[src/rtl/reg_bus_arbiter_pkg.sv]
// Shared types and constants for the register-load bus arbiter.
// Also provides a small one-hot helper used by the arbiter and its bench.
package reg_bus_arbiter_pkg;

    localparam int NREQ     = 4;
    localparam int NREG     = 4;
    localparam int DST_W    = 2;
    localparam int SETTLE_W = 4;

    typedef enum logic [1:0] {
        IDLE,
        DRIVE,
        LOAD
    } state_t;

    function automatic logic [3:0] onehot4(input logic [1:0] idx);
        onehot4 = 4'b0001 << idx;
    endfunction

endpackage

[src/rtl/reg_bus_arbiter_rr_pick4.sv]
// Combinational round-robin selector over four requesters.
// Search starts at (last+1) mod 4; nearest active requester wins.
module rr_pick4 (
    input  logic [3:0] req,
    input  logic [1:0] last,
    output logic       valid,
    output logic [1:0] idx
);

    logic [1:0] cand;

    // Walk from farthest to nearest so the nearest requester overwrites
    always_comb begin
        valid = 1'b0;
        idx   = 2'd0;
        cand  = 2'd0;
        for (int k = 4; k >= 1; k--) begin
            cand = last + 2'(k);
            if (req[cand]) begin
                valid = 1'b1;
                idx   = cand;
            end
        end
    end

endmodule

[src/rtl/reg_bus_arbiter.sv]
// Round-robin owner of the register-load bus and bank load strobes.
// Grants one writer, drives its data for SETTLE cycles, then loads and acks.
module reg_bus_arbiter
    import reg_bus_arbiter_pkg::*;
#(
    parameter int DATA_W = 4,
    parameter int SETTLE = 1
) (
    input  logic                   clock,
    input  logic                   rst,
    input  logic [NREQ-1:0]        req,
    input  logic [NREQ*DST_W-1:0]  dst,
    input  logic [NREQ*DATA_W-1:0] wdata,
    output logic [NREQ-1:0]        grant,
    output logic [NREQ-1:0]        ack,
    output logic [DATA_W-1:0]      bus_data,
    output logic                   bus_oe,
    output logic [NREG-1:0]        reg_load,
    output logic                   busy
);

    localparam logic [SETTLE_W-1:0] CNT_INIT = SETTLE_W'(SETTLE - 1);

    state_t state_q, state_d;

    logic [SETTLE_W-1:0] cnt_q, cnt_d;
    logic [1:0]          last_q, last_d;
    logic [1:0]          win_q, win_d;
    logic [DST_W-1:0]    dst_q, dst_d;

    logic [NREQ-1:0]   grant_q, grant_d;
    logic [NREQ-1:0]   ack_q, ack_d;
    logic [DATA_W-1:0] bus_data_q, bus_data_d;
    logic              bus_oe_q, bus_oe_d;
    logic [NREG-1:0]   reg_load_q, reg_load_d;
    logic              busy_q, busy_d;

    logic       pick_valid;
    logic [1:0] pick_idx;
    logic       settle_done;

    rr_pick4 u_pick (
        .req   (req),
        .last  (last_q),
        .valid (pick_valid),
        .idx   (pick_idx)
    );

    assign settle_done = (cnt_q == '0);

    // State register
    always_ff @(posedge clock) begin
        if (rst) begin
            state_q <= IDLE;
        end else begin
            state_q <= state_d;
        end
    end

    // Next-state: DRIVE holds until the settle counter expires
    always_comb begin
        state_d = state_q;
        unique case (state_q)
            IDLE:    if (pick_valid) state_d = DRIVE;
            DRIVE:   if (settle_done) state_d = LOAD;
            LOAD:    state_d = IDLE;
            default: state_d = IDLE;
        endcase
    end

    // Capture winner/destination at grant, count settle, advance pointer
    always_comb begin
        cnt_d  = cnt_q;
        last_d = last_q;
        win_d  = win_q;
        dst_d  = dst_q;
        unique case (state_q)
            IDLE: begin
                if (pick_valid) begin
                    cnt_d = CNT_INIT;
                    win_d = pick_idx;
                    dst_d = dst[int'(pick_idx)*DST_W +: DST_W];
                end
            end
            DRIVE: begin
                if (!settle_done) cnt_d = cnt_q - SETTLE_W'(1);
            end
            LOAD: begin
                last_d = win_q;
            end
            default: ;
        endcase
    end

    // Datapath registers; last resets to 3 so requester 0 leads
    always_ff @(posedge clock) begin
        if (rst) begin
            cnt_q  <= '0;
            last_q <= 2'd3;
            win_q  <= 2'd0;
            dst_q  <= '0;
        end else begin
            cnt_q  <= cnt_d;
            last_q <= last_d;
            win_q  <= win_d;
            dst_q  <= dst_d;
        end
    end

    // Output decode: next values for the registered outputs
    always_comb begin
        grant_d    = '0;
        ack_d      = '0;
        bus_data_d = '0;
        bus_oe_d   = 1'b0;
        reg_load_d = '0;
        busy_d     = 1'b0;
        unique case (state_q)
            IDLE: begin
                if (pick_valid) begin
                    grant_d    = onehot4(pick_idx);
                    bus_data_d = wdata[int'(pick_idx)*DATA_W +: DATA_W];
                    bus_oe_d   = 1'b1;
                    busy_d     = 1'b1;
                end
            end
            DRIVE: begin
                grant_d    = grant_q;
                bus_data_d = bus_data_q;
                bus_oe_d   = 1'b1;
                busy_d     = 1'b1;
                if (settle_done) begin
                    reg_load_d = onehot4(dst_q);
                    ack_d      = grant_q;
                end
            end
            LOAD:    ;
            default: ;
        endcase
    end

    // Output flops; no input reaches an output without a register
    always_ff @(posedge clock) begin
        if (rst) begin
            grant_q    <= '0;
            ack_q      <= '0;
            bus_data_q <= '0;
            bus_oe_q   <= 1'b0;
            reg_load_q <= '0;
            busy_q     <= 1'b0;
        end else begin
            grant_q    <= grant_d;
            ack_q      <= ack_d;
            bus_data_q <= bus_data_d;
            bus_oe_q   <= bus_oe_d;
            reg_load_q <= reg_load_d;
            busy_q     <= busy_d;
        end
    end

    assign grant    = grant_q;
    assign ack      = ack_q;
    assign bus_data = bus_data_q;
    assign bus_oe   = bus_oe_q;
    assign reg_load = reg_load_q;
    assign busy     = busy_q;

endmodule

[config.mk]
export PLATFORM = sky130hd
export DESIGN_NAME = reg_bus_arbiter
export DESIGN_NICKNAME = d
export VERILOG_FILES = /design/src/rtl/reg_bus_arbiter_pkg.sv /design/src/rtl/reg_bus_arbiter_rr_pick4.sv /design/src/rtl/reg_bus_arbiter.sv
export SDC_FILE = /design/constraint.sdc
export NUM_CORES = 1
export LEC_CHECK = 0
export BUFFER_PORTS_ARGS = -buffer_cell sky130_fd_sc_hd__buf_2
export CAP_MARGIN = 20
export CORE_MARGIN = 4
export CORE_UTILIZATION = 37
export DETAILED_ROUTE_END_ITERATION = 12
export HOLD_SLACK_MARGIN = 0.03
export PLACE_DENSITY = 0.71
export SYNTH_ARGS = -nofsm -noshare
export SYNTH_HDL_FRONTEND = slang
export SYNTH_SLANG_ARGS = --single-unit
[constraint.sdc]
create_clock -name clock -period 1.7 [get_ports clock]
set_input_delay 0.255 -clock clock [delete_from_list [all_inputs] [get_ports clock]]
set_output_delay 0.255 -clock clock [all_outputs]
set_load 0.02 [all_outputs]
Word level (Yosys, flattened, before mapping)
Cells that the tools add are included.

Register bits: 29. Input port bits: 30. Output and inout bits: 18. Word-level logic and storage cells: 64.

Add/subtract/negate cells: 4. Magnitude comparators: 4. Equal/unequal tests: 5. Shifts and indexed selects: 4. Muxes and demuxes: 28. Bitwise operators: 2. Reductions and logical operators: 7.

Operator list (count): case mux 4 bit (2 select lines) (3); 2-to-1 mux 4 bit (4); variable part select 16 x 5 -> 4 bit (1); < comparator 2 x 3 -> 1 bit (second input constant) (4); 2-to-1 mux 2 bit (6); 2-to-1 mux 1 bit (9); binary-select mux 1 bit (select 2 bit) (4); variable part select 8 x 4 -> 2 bit (1); left shift 1 x 2 -> 4 bit (first input constant) (2); inequality test 2 bit (second input constant) (3); adder 2 bit (second input constant) (2); zero test 4 bit (1); case mux 2 bit (2 select lines) (1); AND reduction 2 bit (2); subtractor 4 x 1 -> 4 bit (second input constant) (1); AND reduction 3 bit (1); OR reduction 3 bit (1); adder 2 x 1 -> 2 bit (second input constant) (1); == test 2 x 1 -> 1 bit (second input constant) (1); == test 2 bit (second input constant) (1); zero test 2 bit (1); inverter 1 bit (2); case mux 1 bit (2 select lines) (1); nonzero test 2 bit (1).

Longest topological paths before layout
Gate-level depths: netlist of the first run.

Depth after elaboration: 9. Depth in mapped cells: 6. Mapped depth without buffers: 6.

Modules after synthesis
Synthesis of the first run repeated with hierarchy kept, for this count alone.

Cells, all modules: 126. Area total of the unflattened synthesis: 1300.0 um^2.

By module, submodules not included: reg_bus_arbiter (instances 1, cells each 112, area each 1208.7 um^2, seq. area each 580.6 um^2); rr_pick4 (instances 1, cells each 14, area each 91.3 um^2, seq. area each 0.0 um^2).

Worst setup path after synthesis of the first run
No wires, ideal clock.

Kind: reg2reg. From: register last_q[0]. To: register dst_q[1]. Library setup time: 159 ps. Arrival time: 1371 ps. Setup slack: 170 ps. Cell stages (with the launch flop): 5. Path buffers: 0. Clock period less this slack: 1530 ps. Path through: dfxtp_1 > nor2b_4 > o21a_1 > o31ai_1 > o221ai_1.

Cells in the longest elaborated chain, start to end: 7.

RTL lines: start, declared (line reg_bus_arbiter.sv:27) `logic [1:0] last_q, last_d;`; start signal, assigned (line reg_bus_arbiter.sv:104) `last_q <= last_d;`; adder 2 bit / binary-select mux 1 bit (select 2 bit) (equally long branches) (line reg_bus_arbiter_rr_pick4.sv:18, reg_bus_arbiter_rr_pick4.sv:19); binary-select mux 1 bit (select 2 bit) / 2-to-1 mux 1 bit (equally long branches) (line reg_bus_arbiter_rr_pick4.sv:19) `if (req[cand]) begin`; 2-to-1 mux 1 bit (not written as such) / 2-to-1 mux 2 bit (equally long branches) (line reg_bus_arbiter_rr_pick4.sv:19); 2-to-1 mux 2 bit / 2-to-1 mux 1 bit (equally long branches) (3 in a row) (line reg_bus_arbiter_rr_pick4.sv:19); variable part select 8 x 4 -> 2 bit / AND reduction 2 bit (equally long branches); end signal, assigned (line reg_bus_arbiter.sv:106) `dst_q <= dst_d;`; end, declared (line reg_bus_arbiter.sv:29) `logic [DST_W-1:0] dst_q, dst_d;`.

Parallel ways exist; a longest one is shown, timed or not. The select of a mux whose other input is x is not followed. A chain may end at the register's enable or synchronous reset.

Worst setup path in the final report of the first run
From: register last_q[0]. To: register bus_data_q[1] (netlist: bus_data[1]).

Cells in the longest elaborated chain, start to end: 9.

RTL lines: adder 2 bit / binary-select mux 1 bit (select 2 bit) (equally long branches) (line reg_bus_arbiter_rr_pick4.sv:18, reg_bus_arbiter_rr_pick4.sv:19); binary-select mux 1 bit (select 2 bit) / 2-to-1 mux 1 bit (equally long branches) (line reg_bus_arbiter_rr_pick4.sv:19); 2-to-1 mux 1 bit (not written as such) / 2-to-1 mux 2 bit (equally long branches) (line reg_bus_arbiter_rr_pick4.sv:19); 2-to-1 mux 2 bit (3 in a row) (line reg_bus_arbiter_rr_pick4.sv:19); variable part select 16 x 5 -> 4 bit (line reg_bus_arbiter.sv:122) `bus_data_d = wdata[int'(pick_idx)*DATA_W +: DATA_W];`; 2-to-1 mux 4 bit (*) (line reg_bus_arbiter.sv:120) `if (pick_valid) begin`; case mux 4 bit (2 select lines) (*) (line reg_bus_arbiter.sv:118) `unique case (state_q)`; end signal, assigned (line reg_bus_arbiter.sv:154) `bus_data_q <= bus_data_d;`; end, declared (line reg_bus_arbiter.sv:33) `logic [DATA_W-1:0] bus_data_q, bus_data_d;`.

Every way passes the cells marked *; elsewhere a longest branch is shown, timed or not. The select of a mux whose other input is x is not followed.

==> impl_metrics.toml, run 1 <==
[run_status]
outcome = "complete, no violations"

[floorplanning]
die_w_um = 67.2
start_util = 0.386
ios = 48
rows = 21
die_h_um = 67.2
dieArea_mm2 = 0.00452
core_area_mm2 = 0.00336

[layout]
fin_util = 0.519
drive_gt1_frac = 0.374
layout.nets = 226
antennaDiodeCount = 0
area_delta_synth_final_pct = 34.3
postLayoutCellArea_mm2 = 0.00174
fin_cells = 241

[routing]
wl_per_cell_um = 11.6
drtPass1Iterations = 4
drt_iter0_drc = 24
drt-total-wl_um = 2810
ant_nets = 0
vias = 1149
viasPerCell = 4.77
drc_errors = 0

[power]
p_sw_uw = 958
internal_power_mw = 1.69
pwr-share-clk = 0.219
p_leak_nw = 0.812
ir_drop_mv = 0.628
power_density_mw_per_mm2 = 1520
swShare = 0.361
p_total_mw = 2.65
power_frac_comb = 0.412
pwr-share-seq = 0.370

[timing]
fmax_ghz = 0.630
drv_slew = 0
maxSlewHeadroom = 0.642
finalWorstSetupSlack_ns = 0.113
period_needed_ns = 1.59
whs_ns = 0.154
fin_tns_setup_ns = 0
finalClockSkew_ns = 0.0160
fin_crit_sh = 0.933
hold_violations = 0
max_slew.worst_pin.slew_ns = 0.533
grt_setup_unrepaired = "false"
setup_viol = 0

[synth]
syn_nets = 167
synth_cell_type_count = 37
avgSynthCellArea_um2 = 9.62
synth_seq_area_share = 0.447
ys_seq_elements = 29
netlist_area_mm2 = 0.00130
postSynthCellCount = 135
ys.warnings.count = 0

[setup_path]
critPathCaptureType = "flip-flop"
crit_path_start_kind = "flip-flop"
crit_type = "flip-flop to flip-flop"
arrival_ns = 1.84
cp_max_fo = 8
required_ns = 1.95

[global_route]
grt_start_max_net_pins = 16
grt_antenna_before_repair = 0
grt-ovfl-total = 0
globalRouteTotalUtil = 0.145
grt_pass1_vias = 1142
grt_first_pass_wirelength_um = 4910

[place]
dp.cells = 233
dp_hpwl_um = 2140
portBuffers = 47
place_area_mm2 = 0.00164
gp_congestion = 0.710
dp_slack_ns = -0.153

[clocking]
root_buffer = "clkbuf_4"
postCtsSetupRepairBufs = 0
cts.sinks = 29
h-tree-depth = 2
cts_tree = "yes"
hold_buffers = 0
clk_pin_slew_ns = 0.10
cts_resized = 1
clockBufferDepth = 2
cts_buffers = 5
worstSkewPairLatency_ns = 0.34

[hold_path]
hold_path_class = "primary input to flip-flop"

[job]
cap_violations = 0
## routing by layer
metal	vias up	global-route usage	share of wire
li1	601	-	-
met1	502	0.174	0.48
met2	44	0.221	0.41
met3	2	0.0699	0.095
met4	0	0.0633	0.0093
met5	-	0	0
## flip-flops by register name, summed over array words and instances, names as in the netlist
| name | cells |
|---|---|
| ack | 4 |
| bus_data | 4 |
| cnt_q | 4 |
| grant | 4 |
| reg_load | 4 |
| dst_q | 2 |
| last_q | 2 |
| state_q | 2 |
| win_q | 2 |
| busy | 1 |
## logic make-up after synthesis
family                   after synthesis  share of synthesized area
AO/OA/AOI/OAI                         23                      0.122
XOR/XNOR                               1                    0.00674
adder cells (fa/ha/maj)                2                     0.0193
buffers and inverters                 10                     0.0453
flip-flops                            29                      0.447
multiplexers                          16                      0.123
AND/OR/NAND/NOR                       54                      0.236
## cell usage after synthesis
| master | instances | area (µm²) |
|---|---|---|
| o221ai_1 | 6 | 52.6 |
| o31ai_1 | 1 | 7.51 |
| dfxtp_1 | 29 | 581 |
| or4b_1 | 1 | 10.0 |
| buf_4 | 1 | 7.51 |
| and2_1 | 2 | 12.5 |
| a211oi_1 | 1 | 7.51 |
| and3_4 | 1 | 11.3 |
| buf_2 | 2 | 10.0 |
| o21ai_0 | 6 | 30.0 |
| nand4bb_1 | 1 | 11.3 |
| inv_1 | 4 | 15.0 |
| o211a_1 | 1 | 10.0 |
| and3_1 | 5 | 31.3 |
| or3b_1 | 1 | 8.76 |
| nor2b_4 | 1 | 13.8 |
| nor3_1 | 4 | 20.0 |
| nand2b_1 | 3 | 18.8 |
| nor3b_1 | 3 | 22.5 |
| or4_4 | 1 | 11.3 |
| nor2_1 | 10 | 37.5 |
| or2b_2 | 1 | 8.76 |
| o2111ai_1 | 1 | 8.76 |
| mux2i_1 | 16 | 160 |
| buf_6 | 2 | 22.5 |
| xnor2_1 | 1 | 8.76 |
| or2_2 | 1 | 6.26 |
| o211ai_1 | 2 | 15.0 |
| clkbuf_1 | 1 | 3.75 |
| and2_0 | 1 | 6.26 |
| a21oi_1 | 4 | 20.0 |
| nand2_1 | 15 | 56.3 |
| or2b_1 | 1 | 7.51 |
| nor4_1 | 1 | 6.26 |
| nor2b_1 | 1 | 6.26 |
| o21a_1 | 1 | 7.51 |
| ha_1 | 2 | 25.0 |
## critical path, stage by stage, from the launching register on
cell	delay (ns)
dfxtp_1	0.43
nor2b_4	0.06
o21a_1	0.23
or4b_4	0.59
o221ai_1	0.20
## worst paths after layout
path	end	slack, ns	depth (start not counted)	from
hold / removal	last_q[1]$_SDFFE_PP1N_	0.15	3	rst
hold reg to reg	grant[0]$_SDFFE_PP0N_	0.48	2	grant[0]$_SDFFE_PP0N_
setup reg to reg	bus_data[1]$_SDFFE_PP0N_	0.11	4	last_q[0]$_SDFFE_PP1N_
setup / recovery	bus_data[1]$_SDFFE_PP0N_	0.11	4	last_q[0]$_SDFFE_PP1N_
## cell type report
| cell class | count | area (µm²) |
|---|---|---|
| multi-input combinational | 96 | 677 |
| clock buffer | 5 | 37.5 |
| timing repair buffer | 58 | 330 |
| clock inverter | 3 | 46.3 |
| tap | 46 | 57.6 |
| sequential | 29 | 581 |
| inverter | 4 | 15.0 |
| fill | 354 | 1620 |
## power by group through the flow
stage	clock (mW)	sequential, mW	combinational, mW
3_5_place_dp	0	0.988	1.08
3_3_place_gp	0	0.994	1.07
4_1_cts	0.593	0.980	1.08
2_1_floorplan	0	1.08	0.640
6_report	0.580	0.981	1.09
5_1_grt	0.629	1.01	1.22
## placed cells by master (no fill, tap or decap), types with 5 or more instances in the layout
cell type / n
clkbuf_4: 5
o21ai_0: 6
buf_2: 47
nor2_1: 10
and3_1: 5
mux2i_1: 16
dfxtp_1: 29
nand2_1: 15
o221ai_1: 6
buf_4: 10
Power figures use the tool's default switching activity.
==> run 2: changes to the inputs <==
--- a/config.mk
+++ b/config.mk
@@ -5,13 +5,14 @@
 export SDC_FILE = /design/constraint.sdc
 export NUM_CORES = 1
 export LEC_CHECK = 0
+export ABC_AREA = 1
 export BUFFER_PORTS_ARGS = -buffer_cell sky130_fd_sc_hd__buf_2
 export CAP_MARGIN = 20
-export CORE_MARGIN = 4
 export CORE_UTILIZATION = 37
+export CTS_BUF_LIST = sky130_fd_sc_hd__clkbuf_2
 export DETAILED_ROUTE_END_ITERATION = 12
 export HOLD_SLACK_MARGIN = 0.03
-export PLACE_DENSITY = 0.71
+export PLACE_DENSITY = 0.69
 export SYNTH_ARGS = -nofsm -noshare
 export SYNTH_HDL_FRONTEND = slang
 export SYNTH_SLANG_ARGS = --single-unit
==> run 2 against run 1 <==
The run now ends with setup timing left. Synthesized cell count rose by 66%. Clock skew rose by 0.0017 ns. Non-clock buffer count rose by 10. Clock power fell by 12%. Sequential cell count did not move. Fmax fell by 8.6%. Sequential power rose by 5%. Design area rose by 28%. Utilization rose by 7.3 points.
==> impl_metrics.toml, run 2 <==
[run_status]
outcome = "complete, but fails checks"
violations = "setup timing"

[synth]
synth.most_common_cell = "nand2_1"
postSynthCellCount = 224
synth_top_family_by_area = "simple AND/OR/NAND/NOR gates"
ys_seq_elements = 29
netlist_area_mm2 = 0.00150
synth_simple_gate_area_share = 0.411
yosys.area.top_type_share = 0.386
synth_seq_area_share = 0.386
yosys_most_used_dff = "dfxtp_1"
synth_compound_area_frac = 0.0674
synth_commonest_cells = "nand2_1, inv_1, dfxtp_1"
synthXorXnorAreaFrac = 0
yosysTopAreaCell = "dfxtp_1"
synthMuxAreaShare = 0
syn_nets = 256
avgSynthCellArea_um2 = 6.71
synth-edff-count = 0
ys.warnings.count = 0
synth_cell_type_count = 25
synth-adder-area-share = 0.0167
synthTopCellsByArea = "dfxtp_1, nand2_1, inv_1"
synth-async-reset-ratio = 0

[setup_path]
cp_max_fo = 7
required_ns = 1.97
path_depth = 11
critPathCaptureType = "flip-flop"
crit_path_start_kind = "flip-flop"
crit_type = "flip-flop to flip-flop"
cp_top_family = "simple AND/OR/NAND/NOR gates"
rr_worst_depth = 11
worstPathCellList = "buf_12 -> clkinv_8 -> nand2_2 -> nand2_2 -> nand2_2 -> nor3_2 -> nor2_2 -> buf_4 -> nor2_4 -> o21ai_1 -> nor3b_2"
arrival_ns = 2.00
crit_buf_inv = 3
crit_top_cell = "nand2_2"
slowest_delay_ns = 0.39
crit_slowest_cell = "dfxtp_4"

[routing]
drt-total-wl_um = 4120
drt_iter0_drc = 82
wl_per_cell_um = 12.0
vias = 1591
drtPass1Iterations = 4
viasPerCell = 4.63
drc_errors = 0
ant_nets = 0

[floorplanning]
ios = 48
die_w_um = 65.7
start_util = 0.398
core_area_mm2 = 0.00377
die_h_um = 65.7
dieArea_mm2 = 0.00432
rows = 22

[global_route]
grt-ovfl-total = 0
globalRouteTotalUtil = 0.177
grt_first_pass_wirelength_um = 5810
grt_pass1_vias = 1371
grt_start_max_net_pins = 17
grt_antenna_before_repair = 0

[clocking]
root_buffer = "clkbuf_2"
worstSkewPairLatency_ns = 0.37
h-tree-depth = 2
clk_pin_slew_ns = 0.15
cts_tree = "yes"
cts.sinks = 29
cts_buffers = 5
clockBufferDepth = 2

[timing]
max_slew.worst_pin.slew_ns = 0.263
grt_setup_unrepaired = "true"
finalWorstSetupSlack_ns = -0.0354
period_needed_ns = 1.74
fmax_ghz = 0.576
maxSlewHeadroom = 0.824
hold_violations = 0
fin_crit_sh = 1.02
setup_viol = 5
drv_slew = 0
finalClockSkew_ns = 0.0177
whs_ns = 0.186
fin_tns_setup_ns = -0.118

[power]
p_sw_mw = 2.15
internal_power_mw = 2.37
power_density_mw_per_mm2 = 2020
pwr-share-seq = 0.229
ir_drop_mv = 0.972
swShare = 0.476
pwr-share-clk = 0.114
power_frac_comb = 0.657
p_leak_nw = 1.18

[place]
gp_congestion = 0.814
dp_hpwl_um = 2670
dp.cells = 322
portBuffers = 47

[layout]
final_cell_mix = "nand2_1, buf_2, inv_1"
fill_cells = 343
final_common_cell = "nand2_1"
antennaDiodeCount = 0
drive_gt1_frac = 0.439
area_delta_synth_final_pct = 48.5
fin_cells = 344
layout.nets = 327

[job]
cap_violations = 0

[hold_path]
hold_depth = 2
hold_path_class = "primary input to flip-flop"
run 2: cell types whose count changed in the layout (fill, tap and decap cells not counted), moves of 5 or more:
cell	delta
nand2_2	+17
inv_1	+25
clkbuf_2	+5
buf_4	+6
mux2i_1	-16
o221ai_1	-6
nand3_1	+15
and3_1	-5
nand2_4	+11
clkbuf_4	-5
nand2_1	+40
run 2: through the flow:
| stage | utilization | area [µm²] | power, mW | setup slack (ns) |
|---|---|---|---|---|
| 6_report | 0.592 | 2230 | 4.52 | -0.0354 |
| 5_1_grt | 0.592 | 2230 | 4.89 | -0.134 |
| 4_1_cts | 0.509 | 1920 | 3.76 | -0.00698 |
| 3_5_place_dp | 0.486 | 1830 | 3.17 | -0.0712 |
| 3_3_place_gp | 0.486 | 1830 | 3.13 | -0.0462 |
| 2_1_floorplan | - | 1500 | 2.64 | 0.151 |
run 2: worst register-to-register path, delay by kind of cell, from the launching register on:
kind | cells | cell delay, ns
flip-flops | 1 | 0.39
AND/OR/NAND/NOR | 7 | 0.84
buffers and inverters | 3 | 0.34
AO/OA/AOI/OAI | 1 | 0.08
run 2: path summary, 6_finish.rpt:
check	startpoint	end	slack [ns]
worst max-delay path	last_q[0]$_SDFFE_PP1N_	cnt_q[2]$_SDFFE_PP0P_	-0.04
worst min-delay path	rst	cnt_q[1]$_SDFFE_PP0P_	0.19
worst max register to register	last_q[0]$_SDFFE_PP1N_	cnt_q[2]$_SDFFE_PP0P_	-0.04
worst min register to register	bus_data[2]$_SDFFE_PP0N_	bus_data[2]$_SDFFE_PP0N_	0.46
run 2: logic make-up after synthesis:
family                   after synthesis
AO/OA/AOI/OAI                         19
buffers and inverters                 40
adder cells (fa/ha/maj)                2
AND/OR/NAND/NOR                      134
flip-flops                            29
run 2: metal layers:
metal  vias up  part of all wire  track usage
li1        836                 -            -
met1       705              0.44        0.221
met2        43              0.49        0.277
met3         7             0.058       0.0642
met4         0             0.016       0.0652
met5         -                 0            0
run 2: repair_timing:
action,CTS,global route
setup endpoints to repair,3,14
gates resized for setup,4,55
hold buffers,0,0
setup buffers,0,12
gates cloned,0,2
pin swaps,0,29
run 2: cell type report:
cell class	instances	area [µm²]	share of cell area
Clock inverter	3	46.3	0.0207
Timing Repair Buffer	68	434	0.195
Multi-Input combinational cell	156	930	0.416
Sequential cell	29	586	0.262
Inverter	35	151	0.0678
Clock buffer	5	25.0	0.0112
Tap cell	48	60.1	0.0269
run 2: power by group through the flow:
stage	sequential (mW)	combinational, mW	clock, mW
final	1.03	2.97	0.513
after global routing	1.06	3.27	0.561
after CTS	1.02	2.22	0.525
after detailed placement	1.03	2.14	0
after global placement	1.03	2.10	0
after floorplan	1.15	1.49	0
==> run 3: changes to the inputs <==
--- a/config.mk
+++ b/config.mk
@@ -6,13 +6,13 @@
 export NUM_CORES = 1
 export LEC_CHECK = 0
 export ABC_AREA = 1
-export BUFFER_PORTS_ARGS = -buffer_cell sky130_fd_sc_hd__buf_2
 export CAP_MARGIN = 20
 export CORE_UTILIZATION = 37
 export CTS_BUF_LIST = sky130_fd_sc_hd__clkbuf_2
 export DETAILED_ROUTE_END_ITERATION = 12
+export DONT_BUFFER_PORTS = 1
 export HOLD_SLACK_MARGIN = 0.03
-export PLACE_DENSITY = 0.69
+export PLACE_DENSITY = 0.59
 export SYNTH_ARGS = -nofsm -noshare
 export SYNTH_HDL_FRONTEND = slang
 export SYNTH_SLANG_ARGS = --single-unit
==> constraint.sdc (replaced) <==
create_clock -name clock -period 1.7 [get_ports clock]
set_input_delay 0.51 -clock clock [delete_from_list [all_inputs] [get_ports clock]]
set_output_delay 0.51 -clock clock [all_outputs]
set_load 0.02 [all_outputs]
==> run 3 against run 2 <==
The flow now finishes without violations. Design area down 19%. Count of clock-buffer cells in the layout unchanged. Non-clock buffer count down 52. Worst hold slack better by 0.023 ns. Combinational power down 23%. Utilization down 11 points. Critical endpoint is now dst_q[1]$_SDFFE_PP0P_. Routed wire length down 18%. Sequential share of layout area up 5.9 points.
==> impl_metrics.toml, run 3 (synthesis results as in run 2) <==
[layout]
drive_gt1_frac = 0.237
final_common_cell = "nand2_1"
area_delta_synth_final_pct = 20.7
antennaDiodeCount = 0
fin_util = 0.481
final_cell_mix = "nand2_1, inv_1, dfxtp_1"
layout.nets = 274

[setup_path]
worstPathCellList = "buf_12 -> inv_8 -> nand2_1 -> nand2_2 -> nand2_2 -> nand2_2 -> nand2_4 -> nand2_4 -> nand2_4 -> nand2_8 -> clkbuf_16 -> nand3_1 -> nand3_1 -> nor2_1 -> nor2_1"
arrival_ns = 1.92
r2r-end = "dst_q[1]$_SDFFE_PP0P_"
cp_max_fo = 8
crit_slowest_cell = "dfxtp_2"
crit_path_start_kind = "flip-flop"
slowest_delay_ns = 0.38
crit_type = "flip-flop to flip-flop"
reg2reg_from = "last_q[0]$_SDFFE_PP1N_"
required_ns = 1.95
rr_worst_depth = 15
critPathCaptureType = "flip-flop"
r2r_setup_slack_ns = 0.03

[floorplanning]
start_util = 0.398
rows = 22
ios = 48
die_h_um = 65.7
core_area_mm2 = 0.00377
die_w_um = 65.7
dieArea_mm2 = 0.00432

[clocking]
cts.sinks = 29
h-tree-depth = 2
cts_tree = "yes"
clk_pin_slew_ns = 0.14
clockBufferDepth = 2
root_buffer = "clkbuf_2"
cts_buffers = 5
hold_buffers = 0
worstSkewPairLatency_ns = 0.35

[hold_path]
hold_end = "state_q[0]$_SDFFE_PP0P_"
hold_depth = 1
hold_start = "rst"
hold_path_class = "primary input to flip-flop"

[routing]
drt-total-wl_um = 3360
viasPerCell = 4.79
wl_per_cell_um = 11.6
drc_errors = 0
ant_nets = 0
drt_iter0_drc = 44
drtPass1Iterations = 4
vias = 1383

[power]
p_leak_nw = 0.925
ir_drop_mv = 0.845
power_density_mw_per_mm2 = 2080

[job]
cap_violations = 0

[timing]
fmax_ghz = 0.597
finalWorstSetupSlack_ns = 0.0253
drv_slew = 0
maxSlewHeadroom = 0.739
period_needed_ns = 1.67
hold_violations = 0
setup_viol = 0
fin_crit_sh = 0.985
max_slew.worst_pin.slew_ns = 0.391
whs_ns = 0.209
grt_setup_unrepaired = "true"
finalClockSkew_ns = 0.0122

[global_route]
globalRouteTotalUtil = 0.164
grt_pass1_vias = 1245
grt_first_pass_wirelength_um = 5310
grt-ovfl-total = 0
grt_antenna_before_repair = 0
grt_start_max_net_pins = 12

[place]
dp_hpwl_um = 2480
gp_congestion = 0.785
dp_slack_ns = -0.0347
portBuffers = 0

[run_status]
outcome = "complete, no violations"
[run 3: cell types whose count changed in the layout (fill, tap and decap cells not counted), sizes merged]
cell | before | now
clkinvlp | 1 | 0
nand2 | 85 | 84
buf | 67 | 15
bufinv | 1 | 0
inv | 34 | 35
clkinv | 2 | 1
[run 3: power breakdown]
part	total, mW	switching, mW	internal, mW
sequential	1.19	0.276	0.909
clock	0.306	0.222	0.0839
combinational	2.29	1.32	0.967
total	3.78	1.82	1.96
[run 3: layout make-up]
| cell class | instances | area [µm²] |
|---|---|---|
| Clock buffer | 5 | 25.0 |
| Clock inverter | 1 | 5.00 |
| Fill cell | 389 | 1960 |
| Inverter | 35 | 139 |
| Multi-Input combinational cell | 155 | 836 |
| Sequential cell | 29 | 583 |
| Tap cell | 48 | 60.1 |
| Timing Repair Buffer | 16 | 166 |
[run 3: how the worst max path moves through the flow]
stage / start / to / slack (ns) / cells after the start
4_1_cts: last_q[0]$_SDFFE_PP1N_ / dst_q[0]$_SDFFE_PP0P_ / 0.02 / 15
2_1_floorplan: req[3] / dst_q[1]$_SDFFE_PP0P_ / 0.10 / 14
5_1_grt: last_q[0]$_SDFFE_PP1N_ / bus_data[2]$_SDFFE_PP0N_ / -0.14 / 17
6_report: last_q[0]$_SDFFE_PP1N_ / dst_q[1]$_SDFFE_PP0P_ / 0.03 / 15
3_5_place_dp: req[3] / dst_q[0]$_SDFFE_PP0P_ / -0.03 / 12
3_3_place_gp: req[3] / dst_q[0]$_SDFFE_PP0P_ / -0.04 / 12
[run 3: critical path, delay by kind of cell, from the launching register on]
| kind | cells | cell delay, ns |
|---|---|---|
| simple gates | 12 | 0.86 |
| flops | 1 | 0.38 |
| buf+inv | 3 | 0.33 |
[run 3: layer usage]
metal	share of wire	vias to the layer above	track usage
met5	0	-	0
met4	0.014	0	0.0598
met3	0.073	6	0.0712
met2	0.44	37	0.236
met1	0.47	614	0.213
li1	-	726	-
[run 3: repair_timing]
item                                    CTS  global route
endpoints found under the setup margin    2            16
resized for setup                         1            26
pin swaps                                 0             6
buffers inserted                          0             0
cloned                                    0             1
[run 3: stage by stage]
step	TNS (ns)	instance area (µm²)	std cells	power, mW
global route	-1.38	1810	289	4.16
detailed placement	-0.0557	1660	282	3.22
finish	0	1810	289	3.78
floorplan	0	1500	224	2.64
global placement	-0.0769	1660	282	3.21
CTS	0	1690	288	3.53
